### src/rtl/ariane_pkg.sv
// Minimal scoreboard entry type shared by decode, the issue queue and the reorder stage.
package ariane_pkg;

  typedef struct packed {
    logic [31:0] pc;
    logic [7:0]  op;
    logic [4:0]  rs1;
    logic [4:0]  rs2;
    logic [4:0]  rd;
    logic [31:0] result;
  } scoreboard_entry_t;

endpackage

### src/rtl/issue_fifo_if.sv
// Decode-to-issue-queue-to-reorder signal bundle.
// Handshakes: decode offers an entry with decoded_entry_valid_i and it is taken only in a cycle where
// decoded_entry_ack_o is also high; the head is taken when issue_entry_valid_o and issue_instr_ack_i are both high.
interface issue_fifo_if #(
    parameter int unsigned DEPTH = 4
);
    import ariane_pkg::*;

    logic                     flush_i;
    logic                     debug_req_i;
    scoreboard_entry_t        decoded_entry_i;
    logic                     decoded_entry_valid_i;
    logic                     is_ctrl_flow_i;
    logic                     decoded_entry_ack_o;
    scoreboard_entry_t        issue_entry_o;
    logic                     issue_entry_valid_o;
    logic                     is_ctrl_flow_o;
    logic                     issue_instr_ack_i;
    scoreboard_entry_t        peek_entry_o;
    logic                     peek_valid_o;
    logic [$clog2(DEPTH):0]   count_o;

    modport slave (
        input  flush_i, debug_req_i, decoded_entry_i, decoded_entry_valid_i, is_ctrl_flow_i,
               issue_instr_ack_i,
        output decoded_entry_ack_o, issue_entry_o, issue_entry_valid_o, is_ctrl_flow_o,
               peek_entry_o, peek_valid_o, count_o
    );

    modport master (
        output flush_i, debug_req_i, decoded_entry_i, decoded_entry_valid_i, is_ctrl_flow_i,
               issue_instr_ack_i,
        input  decoded_entry_ack_o, issue_entry_o, issue_entry_valid_o, is_ctrl_flow_o,
               peek_entry_o, peek_valid_o, count_o
    );

endinterface

### src/rtl/issue_fifo.sv
// Circular queue of decoded scoreboard entries feeding instr_reorder with head plus one-entry lookahead.
// A queued control-flow entry blocks further pushes until it has been issued.
module issue_fifo #(
    parameter int unsigned DEPTH = 4
) (
    input  logic         clk_i,
    input  logic         rst_ni,
    issue_fifo_if.slave  bus
);
    import ariane_pkg::*;

    localparam int unsigned AW = $clog2(DEPTH);
    localparam logic [AW:0] FULL = (AW+1)'(DEPTH);
    localparam logic [AW:0] ONE  = (AW+1)'(1);

    typedef struct packed {
        scoreboard_entry_t entry;
        logic              cf;
    } slot_t;

    slot_t         mem_q [DEPTH];
    logic [AW-1:0] rd_ptr_q, wr_ptr_q, rd_ptr_nxt;
    logic [AW:0]   count_q, cf_cnt_q;
    logic          ctrl_hold;
    logic          push, pop;

    assign rd_ptr_nxt = rd_ptr_q + AW'(1);
    assign ctrl_hold  = (cf_cnt_q != '0);

    // Ack is deliberately independent of the pop side, so a full queue never accepts.
    assign bus.decoded_entry_ack_o = (count_q < FULL) & ~ctrl_hold & ~bus.debug_req_i & ~bus.flush_i;
    assign bus.issue_entry_valid_o = (count_q != '0) & ~bus.flush_i;
    assign bus.peek_valid_o        = (count_q > ONE) & ~bus.flush_i;
    assign bus.issue_entry_o       = mem_q[rd_ptr_q].entry;
    assign bus.is_ctrl_flow_o      = mem_q[rd_ptr_q].cf;
    assign bus.peek_entry_o        = mem_q[rd_ptr_nxt].entry;
    assign bus.count_o             = count_q;

    assign push = bus.decoded_entry_valid_i & bus.decoded_entry_ack_o;
    assign pop  = bus.issue_entry_valid_o & bus.issue_instr_ack_i;

    always_ff @(posedge clk_i or negedge rst_ni) begin
        if (!rst_ni) begin
            rd_ptr_q <= '0;
            wr_ptr_q <= '0;
            count_q  <= '0;
            cf_cnt_q <= '0;
            for (int i = 0; i < int'(DEPTH); i++) mem_q[i] <= '0;
        end else if (bus.flush_i) begin
            // Storage is left as is; only the bookkeeping is cleared.
            rd_ptr_q <= '0;
            wr_ptr_q <= '0;
            count_q  <= '0;
            cf_cnt_q <= '0;
        end else begin
            if (push) begin
                mem_q[wr_ptr_q] <= '{entry: bus.decoded_entry_i, cf: bus.is_ctrl_flow_i};
                wr_ptr_q        <= wr_ptr_q + AW'(1);
            end
            if (pop) rd_ptr_q <= rd_ptr_nxt;
            case ({push, pop})
                2'b10:   count_q <= count_q + ONE;
                2'b01:   count_q <= count_q - ONE;
                default: count_q <= count_q;
            endcase
            case ({push & bus.is_ctrl_flow_i, pop & bus.is_ctrl_flow_o})
                2'b10:   cf_cnt_q <= cf_cnt_q + ONE;
                2'b01:   cf_cnt_q <= cf_cnt_q - ONE;
                default: cf_cnt_q <= cf_cnt_q;
            endcase
        end
    end

endmodule

### src/flat_wrapper.sv
// flat-port wrapper written by rule: the top's interface ports become plain ports
module issue_fifo_flat import ariane_pkg::*;
#(
    parameter int unsigned DEPTH = 4
)
  (clk_i, rst_ni, bus_flush_i, bus_debug_req_i, bus_decoded_entry_i, bus_decoded_entry_valid_i, bus_is_ctrl_flow_i, bus_issue_instr_ack_i, bus_decoded_entry_ack_o, bus_issue_entry_o, bus_issue_entry_valid_o, bus_is_ctrl_flow_o, bus_peek_entry_o, bus_peek_valid_o, bus_count_o);
  issue_fifo_if #(.DEPTH(DEPTH)) bus_i ();
  input  logic clk_i;
  input  logic rst_ni;
  input wire logic [$bits(bus_i.flush_i)-1:0] bus_flush_i;
  input wire logic [$bits(bus_i.debug_req_i)-1:0] bus_debug_req_i;
  input wire logic [$bits(bus_i.decoded_entry_i)-1:0] bus_decoded_entry_i;
  input wire logic [$bits(bus_i.decoded_entry_valid_i)-1:0] bus_decoded_entry_valid_i;
  input wire logic [$bits(bus_i.is_ctrl_flow_i)-1:0] bus_is_ctrl_flow_i;
  input wire logic [$bits(bus_i.issue_instr_ack_i)-1:0] bus_issue_instr_ack_i;
  output wire logic [$bits(bus_i.decoded_entry_ack_o)-1:0] bus_decoded_entry_ack_o;
  output wire logic [$bits(bus_i.issue_entry_o)-1:0] bus_issue_entry_o;
  output wire logic [$bits(bus_i.issue_entry_valid_o)-1:0] bus_issue_entry_valid_o;
  output wire logic [$bits(bus_i.is_ctrl_flow_o)-1:0] bus_is_ctrl_flow_o;
  output wire logic [$bits(bus_i.peek_entry_o)-1:0] bus_peek_entry_o;
  output wire logic [$bits(bus_i.peek_valid_o)-1:0] bus_peek_valid_o;
  output wire logic [$bits(bus_i.count_o)-1:0] bus_count_o;
  assign bus_i.flush_i = bus_flush_i;
  assign bus_i.debug_req_i = bus_debug_req_i;
  assign bus_i.decoded_entry_i = bus_decoded_entry_i;
  assign bus_i.decoded_entry_valid_i = bus_decoded_entry_valid_i;
  assign bus_i.is_ctrl_flow_i = bus_is_ctrl_flow_i;
  assign bus_i.issue_instr_ack_i = bus_issue_instr_ack_i;
  assign bus_decoded_entry_ack_o = bus_i.decoded_entry_ack_o;
  assign bus_issue_entry_o = bus_i.issue_entry_o;
  assign bus_issue_entry_valid_o = bus_i.issue_entry_valid_o;
  assign bus_is_ctrl_flow_o = bus_i.is_ctrl_flow_o;
  assign bus_peek_entry_o = bus_i.peek_entry_o;
  assign bus_peek_valid_o = bus_i.peek_valid_o;
  assign bus_count_o = bus_i.count_o;
  issue_fifo #(.DEPTH(DEPTH)) u_core (.clk_i(clk_i), .rst_ni(rst_ni), .bus(bus_i));
endmodule
### config.mk
export PLATFORM = sky130hd
export DESIGN_NAME = issue_fifo_flat
export DESIGN_NICKNAME = d
export VERILOG_FILES = /design/src/rtl/ariane_pkg.sv /design/src/rtl/issue_fifo_if.sv /design/src/rtl/issue_fifo.sv /design/src/flat_wrapper.sv
export SDC_FILE = /design/constraint.sdc
export NUM_CORES = 1
export LEC_CHECK = 0
export CORE_MARGIN = 1
export CORE_UTILIZATION = 55
export CTS_BUF_LIST = sky130_fd_sc_hd__clkbuf_8
export CTS_CLUSTER_SIZE = 16
export DETAILED_ROUTE_END_ITERATION = 16
export PLACE_DENSITY = 0.81
export SYNTH_ARGS = -nofsm -noshare
export SYNTH_HDL_FRONTEND = slang
export SYNTH_SLANG_ARGS = --single-unit
### constraint.sdc
create_clock -name clk_i -period 3.6 [get_ports clk_i]
set_input_delay 1.08 -clock clk_i [delete_from_list [all_inputs] [get_ports clk_i]]
set_output_delay 1.08 -clock clk_i [all_outputs]
set_load 0.005 [all_outputs]
==> flow_summary.toml, run 1 <==
[outcome]
status = "finished, final reports clean"

[timing]
min_period_over_period = 0.975
rsz0062_at_grt = "yes"
skew_ps = 20.6
maxSlewViolCount = 0
hold_violations = 0
finalSetupViolCount = 0
timing.hold.ws_ps = 509
slew_headroom = 0.483
finalCriticalPeriod_ps = 3510
tightest_slew_ps = 775
fmax_ghz = 0.285

[power]
peakVddDrop_uv = 453
leakage_nw = 10.8
internal_power_w = 0.0125
power_frac_seq = 0.349
p_sw_w = 0.00519
powerDensity_nw_per_um2 = 769
comb_power_share = 0.452
total_power_w = 0.0177
switching_share = 0.293
clkPwrFrac = 0.199

[floorplan]
core_area_um2 = 32500
ioPinCount = 275
start_util = 0.560
die-area_um2 = 33800
rows = 66
die_h_um = 184
die_w_um = 184

[worst_setup_path]
end_kind = "primary output"
r2r_cells = 9
rr_startpoint = "u_core.rd_ptr_q[0]"
path_max_fanout = 25
required_ps = 2520
criticalPathCategory = "flip-flop to primary output"
start_kind = "flip-flop"
worstPathArrival_ps = 2430
crit_start = "u_core.rd_ptr_q[1]"

[synth]
synthCells = 1040
synth.area.mux_share = 0.453
synth_seq_cells = 362
synth_compound_area_frac = 0.00433
synthAdderAreaFrac = 0.00660
synth_ff_type = "dfrtp_1"
synth_xor_area_frac = 0.00144
synthSimpleGateAreaFrac = 0.0117
avgSynthCellArea_um2 = 17.5
seq_area_frac_synth = 0.497
synthDistinctLibCells = 35
yosys_warnings = 0
netlist_area_um2 = 18200
synth_top_family_by_area = "multiplexers"
synth_fp_nets = 1143
ys_async_sr_fraction = 1.00
synth_edf_count = 0

[finish]
nets = 1439
n_antenna_cell = 0
area_delta_synth_final_pct = 26.5
utilization = 0.708
fill_cells = 2100
drive_gt1_frac = 0.480
ff_latch_area_um2 = 9070
multi_input_area_um2 = 8710

[global_routing]
grt_pass1_vias = 11748
antenna_found_initial = 0
grt_max_degree = 90
grt_use_total = 0.242
overflow = 0
grt_pass1_wl_um = 63800

[clocking]
cts_hold_buf = 0
cts_tree = "built"
htree_levels = 2
cts_root_buf = "clkbuf_8"
clock-sinks = 362
clock_latency_ps = 600
cts_buffers = 57
path_clk_slew_ps = 60
clock_path_buffers = 3

[placement]
place_congestion = 0.768
dpl.hpwl_um = 25300
port_buffers = 274

[job]
drv_cap = 0

[drt]
drc = 0
viasPerCell = 5.95
drtPass1Iterations = 5
wl_um = 40700
vias = 10860
wl_per_cell_um = 22.3
drt_iter0_drc = 589
detail-route-antenna-nets = 0

[worst_hold_path]
hold_class = "flip-flop to flip-flop"
whs_path_depth = 1
worstHoldStart = "u_core.mem_q[0]"
## routing by layer
layer / vias to the layer above / track usage / wire [um]
li1: 4658 / - / -
met1: 5783 / 0.322 / 16900
met2: 344 / 0.381 / 19400
met3: 75 / 0.0771 / 3370
met4: 0 / 0.0737 / 956
met5: - / 0 / 0
## what timing repair did
| item | 4_1_cts | 5_1_grt |
|---|---|---|
| resized for setup | 33 | 49 |
| setup buffers | 4 | 3 |
| endpoints found under the setup margin | 159 | 72 |
| pin swaps | 0 | 1 |
| cloned | 0 | 3 |
## state kept, by name, indices dropped and copies added (netlist names)
| signal | flops |
|---|---|
| u_core.cf_cnt_q | 3 |
| u_core.wr_ptr_q | 2 |
| u_core.bus.count_o | 3 |
| u_core.mem_q | 352 |
| u_core.rd_ptr_q | 2 |
## critical path: stages (launching register included)
cell             delay (ps)
dfrtp_4                 550
buf_16                  240
mux4_2                  560
clkdlybuf4s50_1         460
## Yosys cell counts (all sizes together), types with 2 or more instances
cell type,count,area share
buf,62,0.021
o21ai,3,0.00082
xor2,2,0.00096
nor2,9,0.0019
mux2,355,0.24
or3,2,0.00069
nor3,3,0.00082
mux4,175,0.22
nand3,4,0.0011
nor2b,3,0.0010
ha,8,0.0055
a211oi,2,0.00082
inv,6,0.0012
clkbuf,16,0.0033
nand2,9,0.0024
dfrtp,362,0.50
and3,2,0.00069
a21oi,5,0.0014
## metrics by stage
stage | setup TNS (ps) | cell area, um^2 | setup WS, ps | cells
finish | 0 | 23000 | 90.0 | 1825
global route | -1.86 | 23000 | -1.86 | 1825
CTS | -215 | 22800 | -41.4 | 1819
detailed placement | 0 | 21600 | 29.3 | 1709
global placement | 0 | 21600 | 35.1 | 1709
floorplan | 0 | 18200 | 594 | 1040
## cell usage in the layout, fill, tap and decap left out, drive strengths merged, types with 3 or more instances in the layout
master / n
dlymetal6s2s: 44
mux2: 355
mux4: 175
ha: 8
nor2: 9
clkinv: 8
nor2b: 3
o21ai: 3
nor3: 3
nand3: 4
buf: 39
nand2: 9
dfrtp: 362
inv: 27
dlygate4sd2: 26
a21oi: 5
clkdlybuf4s50: 201
clkbuf: 78
## area by class of cell
| cell class | count | area share |
|---|---|---|
| Sequential cell | 362 | 0.394 |
| Multi-Input combinational cell | 594 | 0.378 |
| Timing Repair Buffer | 315 | 0.152 |
| Clock buffer | 75 | 0.0448 |
| Tap cell | 442 | 0.0240 |
| Clock inverter | 31 | 0.00679 |
| Inverter | 6 | 0.000978 |
## path summary, 6_finish.rpt
| check | to | slack [ps] |
|---|---|---|
| worst max register to register | u_core.cf_cnt_q[2] | 770 |
| max in group asynchronous | u_core.rd_ptr_q[0] | 2270 |
| worst max-delay path | bus_peek_entry_o[54] | 90 |
| worst min-delay path | u_core.mem_q[0] | 510 |
| worst min register to register | u_core.mem_q[0] | 510 |
| min in group asynchronous | u_core.mem_q[207] | 520 |
## logic make-up (layout without fill, tap and decap cells)
family | after synthesis | in the layout
adders and majority gates | 9 | 9
DFF | 362 | 362
AOI/OAI and AO/OA | 13 | 13
and+or+nand+nor | 38 | 38
muxes | 531 | 531
xor gates and xnor gates | 3 | 3
buffers and inverters | 84 | 427
## power by group through the flow
stage / Combinational (W) / Clock, W / Sequential [W]
6_report: 0.00801 / 0.00353 / 0.00619
5_1_grt: 0.00855 / 0.00382 / 0.00633
4_1_cts: 0.00815 / 0.00363 / 0.00616
3_5_place_dp: 0.00813 / 0 / 0.00625
3_3_place_gp: 0.00800 / 0 / 0.00618
2_1_floorplan: 0.00441 / 0 / 0.00587
No activity file was read; power rests on OpenSTA's default activity.
==> run 2: changes to the inputs <==
--- a/config.mk
+++ b/config.mk
@@ -5,6 +5,7 @@
 export SDC_FILE = /design/constraint.sdc
 export NUM_CORES = 1
 export LEC_CHECK = 0
+export CORE_ASPECT_RATIO = 0.7
 export CORE_MARGIN = 1
 export CORE_UTILIZATION = 55
 export CTS_BUF_LIST = sky130_fd_sc_hd__clkbuf_8
==> flow_summary.toml, run 2 (synthesis results as in run 1) <==
[drt]
wl_um = 41600
drtPass1Iterations = 4
wl_per_cell_um = 22.9
drc = 0
drt_iter0_drc = 604
viasPerCell = 6.06
vias = 10977
detail-route-antenna-nets = 0

[finish]
fill_cells = 2107
final_cell_mix = "dfrtp_1, mux2_2, clkdlybuf4s50_1"
drive_gt1_frac = 0.486
multi_input_area_um2 = 8710
finalInstanceArea_um2 = 23100
ff_latch_area_um2 = 9070
utilization = 0.712
area_delta_synth_final_pct = 26.8
regMostFlops = "u_core.mem_q"
final_common_cell = "dfrtp_1"
largest_register_ffs = 352
nets = 1442

[worst_setup_path]
worstPathArrival_ps = 2450
path_max_fanout = 26
criticalPathCategory = "flip-flop to primary output"
end_kind = "primary output"
start_kind = "flip-flop"
required_ps = 2520

[clocking]
cts_root_buf = "clkbuf_8"
clock_path_buffers = 3
clock-sinks = 362
cts_tree = "built"
htree_levels = 2
cts_buffers = 56
cts_hold_buf = 0
path_clk_slew_ps = 70
clock_latency_ps = 590

[timing]
skew_ps = 15.9
slew_headroom = 0.487
min_period_over_period = 0.981
final.setup.worst_slack_ps = 68.1
hold_violations = 0
tns_ps = 0
fmax_ghz = 0.283
rsz0062_at_grt = "yes"
finalCriticalPeriod_ps = 3530
finalSetupViolCount = 0
tightest_slew_ps = 759
maxSlewViolCount = 0

[floorplan]
die_h_um = 154
start_util = 0.562
ioPinCount = 275
die_w_um = 219
core_area_um2 = 32400
rows = 55
die-area_um2 = 33900

[power]
powerDensity_nw_per_um2 = 783
total_power_w = 0.0181
leakage_nw = 10.6
peakVddDrop_uv = 503

[global_routing]
overflow = 0
grt_max_degree = 86
antenna_found_initial = 1
grt_pass1_vias = 11757
grt_pass1_wl_um = 65300
grt_use_total = 0.247

[placement]
place_congestion = 0.782
port_buffers = 274
dpl.hpwl_um = 26500
pre_cts_ws_ps = 45.8
placedInstanceArea_um2 = 21600

[worst_hold_path]
hold_class = "input pin to asynchronous set/reset pin"

[job]
drv_cap = 0

[outcome]
status = "finished, final reports clean"
==> run 2: final timing paths <==
kind	from	endpoint	slack, ps	depth (start not counted)
setup / recovery	u_core.rd_ptr_q[0]	bus_peek_entry_o[53]	70	5
setup reg to reg	u_core.rd_ptr_q[0]	u_core.cf_cnt_q[2]	690	9
hold / removal	rst_ni	u_core.mem_q[202]	420	1
hold reg to reg	u_core.mem_q[264]	u_core.mem_q[264]	510	1
max in group asynchronous	rst_ni	u_core.rd_ptr_q[1]	2320	2
min in group clk_i	u_core.mem_q[264]	u_core.mem_q[264]	510	1
==> run 2: power breakdown <==
group / leakage, nW / switching, W / internal (W)
registers: 4.76 / 0.000939 / 0.00527
clock network: 0.679 / 0.00163 / 0.00203
logic: 5.17 / 0.00270 / 0.00551
==> run 2: timing repair <==
action	4_1_cts	5_1_grt
resized for setup	35	26
cloned	3	2
endpoints found under the setup margin	165	39
pin swaps	0	0
setup buffers	5	1
==> run 2: layout make-up <==
cell class	instances	share of cell area
diodes	1	0.000108
clock buffers	80	0.0477
clock inverters	22	0.00547
inverters	6	0.000975
multi-input cells	594	0.377
flip-flops and latches	362	0.393
well taps	427	0.0231
repair buffers	319	0.153
==> run 2: worst max-delay path: stages, from the launching register on <==
cell and delay, ps:
dfrtp_4 490, buf_4 200, buf_4 180, buf_16 170
mux4_2 300, clkdlybuf4s50_1 500
==> run 2: per-stage QoR <==
| stage | hold WS, ps | cells |
|---|---|---|
| finish | 421 | 1811 |
| global placement | 484 | 1697 |
| CTS | 386 | 1807 |
| global route | 410 | 1811 |
| detailed placement | 494 | 1697 |
| floorplan | 474 | 1040 |
==> run 2: layer usage <==
layer | up-vias | track usage | part of all wire
li1 | 4673 | - | -
met1 | 5905 | 0.345 | 0.44
met2 | 333 | 0.393 | 0.48
met3 | 66 | 0.0505 | 0.052
met4 | 0 | 0.0787 | 0.024
met5 | - | 0 | 0
==> run 3: changes to the inputs <==
--- a/config.mk
+++ b/config.mk
@@ -6,12 +6,11 @@
 export NUM_CORES = 1
 export LEC_CHECK = 0
 export CORE_ASPECT_RATIO = 0.7
-export CORE_MARGIN = 1
-export CORE_UTILIZATION = 55
+export CORE_UTILIZATION = 56
 export CTS_BUF_LIST = sky130_fd_sc_hd__clkbuf_8
 export CTS_CLUSTER_SIZE = 16
 export DETAILED_ROUTE_END_ITERATION = 16
-export PLACE_DENSITY = 0.81
+export PLACE_DENSITY = 0.82
 export SYNTH_ARGS = -nofsm -noshare
 export SYNTH_HDL_FRONTEND = slang
 export SYNTH_SLANG_ARGS = --single-unit
==> constraint.sdc (replaced) <==
create_clock -name clk_i -period 3.8 [get_ports clk_i]
set_input_delay 1.14 -clock clk_i [delete_from_list [all_inputs] [get_ports clk_i]]
set_output_delay 1.14 -clock clk_i [all_outputs]
set_load 0.005 [all_outputs]
==> flow_summary.toml, run 3 (synthesis results as in run 1) <==
[placement]
port_buffers = 274
place_congestion = 0.794
placedInstanceArea_um2 = 21600
dpl.hpwl_um = 27100
pre_cts_ws_ps = 107

[finish]
n_antenna_cell = 0
final_common_cell = "dfrtp_1"
nets = 1444
regMostFlops = "u_core.mem_q"
finalInstanceArea_um2 = 22700
area_delta_synth_final_pct = 24.9
final_cell_mix = "dfrtp_1, mux2_2, clkdlybuf4s50_1"
largest_register_ffs = 352
drive_gt1_frac = 0.481

[floorplan]
rows = 54
die-area_um2 = 33300
start_util = 0.577
die_h_um = 153
ioPinCount = 275
die_w_um = 218
core_area_um2 = 31600

[worst_setup_path]
start_kind = "input pin"
r2r_cells = 8
required_ps = 2660
crit_start = "bus_flush_i"
r2r_end = "u_core.cf_cnt_q[2]"
end_kind = "primary output"
worst-r2r-setup-slack_ps = 910
criticalPathCategory = "input pin to primary output"
worstPathArrival_ps = 2560
rr_startpoint = "u_core.rd_ptr_q[1]"
endpoint = "bus_decoded_entry_ack_o"
path_max_fanout = 2

[global_routing]
grt_use_total = 0.261
grt_pass1_vias = 11801
grt_max_degree = 89
antenna_found_initial = 1
grt_pass1_wl_um = 67600
overflow = 0

[clocking]
htree_levels = 2
path_clk_slew_ps = 60
cts_buffers = 54
clock_latency_ps = 600
cts_tree = "built"
clock-sinks = 362
clock_path_buffers = 3
cts_root_buf = "clkbuf_8"

[drt]
drc = 0
wl_um = 41800
wl_per_cell_um = 23.2
detail-route-antenna-nets = 0
vias = 11073
drtPass1Iterations = 5
drt_iter0_drc = 831
viasPerCell = 6.15

[power]
peakVddDrop_uv = 508
leakage_nw = 10.2
total_power_w = 0.0170
powerDensity_nw_per_um2 = 746

[timing]
tns_ps = 0
min_period_over_period = 0.974
tightest_slew_ps = 737
maxSlewViolCount = 0
hold_violations = 0
finalCriticalPeriod_ps = 3700
rsz0062_at_grt = "no"
final.setup.worst_slack_ps = 97.1
skew_ps = 17.8
slew_headroom = 0.502
finalSetupViolCount = 0
fmax_ghz = 0.270

[outcome]
status = "finished, final reports clean"

[job]
drv_cap = 0

[worst_hold_path]
hold_class = "input pin to asynchronous set/reset pin"
run 3: layer usage:
metal / global-route usage / wire length (um) / share of wire / vias to the layer above
met5: 0 / 12 / 0.00029 / -
met4: 0.0751 / 901 / 0.022 / 2
met3: 0.0563 / 2590 / 0.062 / 71
met2: 0.403 / 20100 / 0.48 / 358
met1: 0.375 / 18200 / 0.44 / 5962
li1: - / - / - / 4680
run 3: how the worst min path moves through the flow:
stage / start / end / slack [ps] / cells after the start
finish: rst_ni / u_core.mem_q[288] / 500 / 1
CTS: rst_ni / u_core.mem_q[288] / 490 / 1
global route: rst_ni / u_core.mem_q[288] / 500 / 1
global placement: u_core.mem_q[88] / u_core.mem_q[88] / 480 / 1
detailed placement: u_core.mem_q[264] / u_core.mem_q[264] / 500 / 1
floorplan: u_core.mem_q[88] / u_core.mem_q[88] / 470 / 1
run 3: timing repair:
| item | CTS | global route |
|---|---|---|
| endpoints found under the setup margin | 102 | 1 |
| pin swaps | 0 | 0 |
| buffers inserted | 4 | 3 |
| resized for setup | 0 | 0 |
| hold buffers | 0 | 0 |
| hold endpoints to repair | 0 | 0 |
run 3: cell type report:
cell class / instances / area (um^2)
flip-flops and latches: 362 / 9070
multi-input cells: 594 / 8710
well taps: 420 / 526
repair buffers: 323 / 3330
fillers: 2034 / 8800
clock buffers: 70 / 963
inverters: 6 / 22.5
clock inverters: 26 / 131
run 3: critical path: stages:
cell and delay [ps]:
clkdlybuf4s50_1 460, nor4_4 290, and2_1 170, clkdlybuf4s50_1 500
run 3: report_power, final:
part           internal [W]  switching (W)
logic               0.00530        0.00255
clock network       0.00171        0.00151
registers           0.00499       0.000918
total                0.0120        0.00498
run 3: per-stage QoR:
stage	utilization	cells	hold slack, ps
2_1_floorplan	-	1040	474
3_3_place_gp	0.684	1698	482
3_5_place_dp	0.684	1698	499
4_1_cts	0.720	1798	489
5_1_grt	0.721	1801	504
6_report	0.721	1801	500
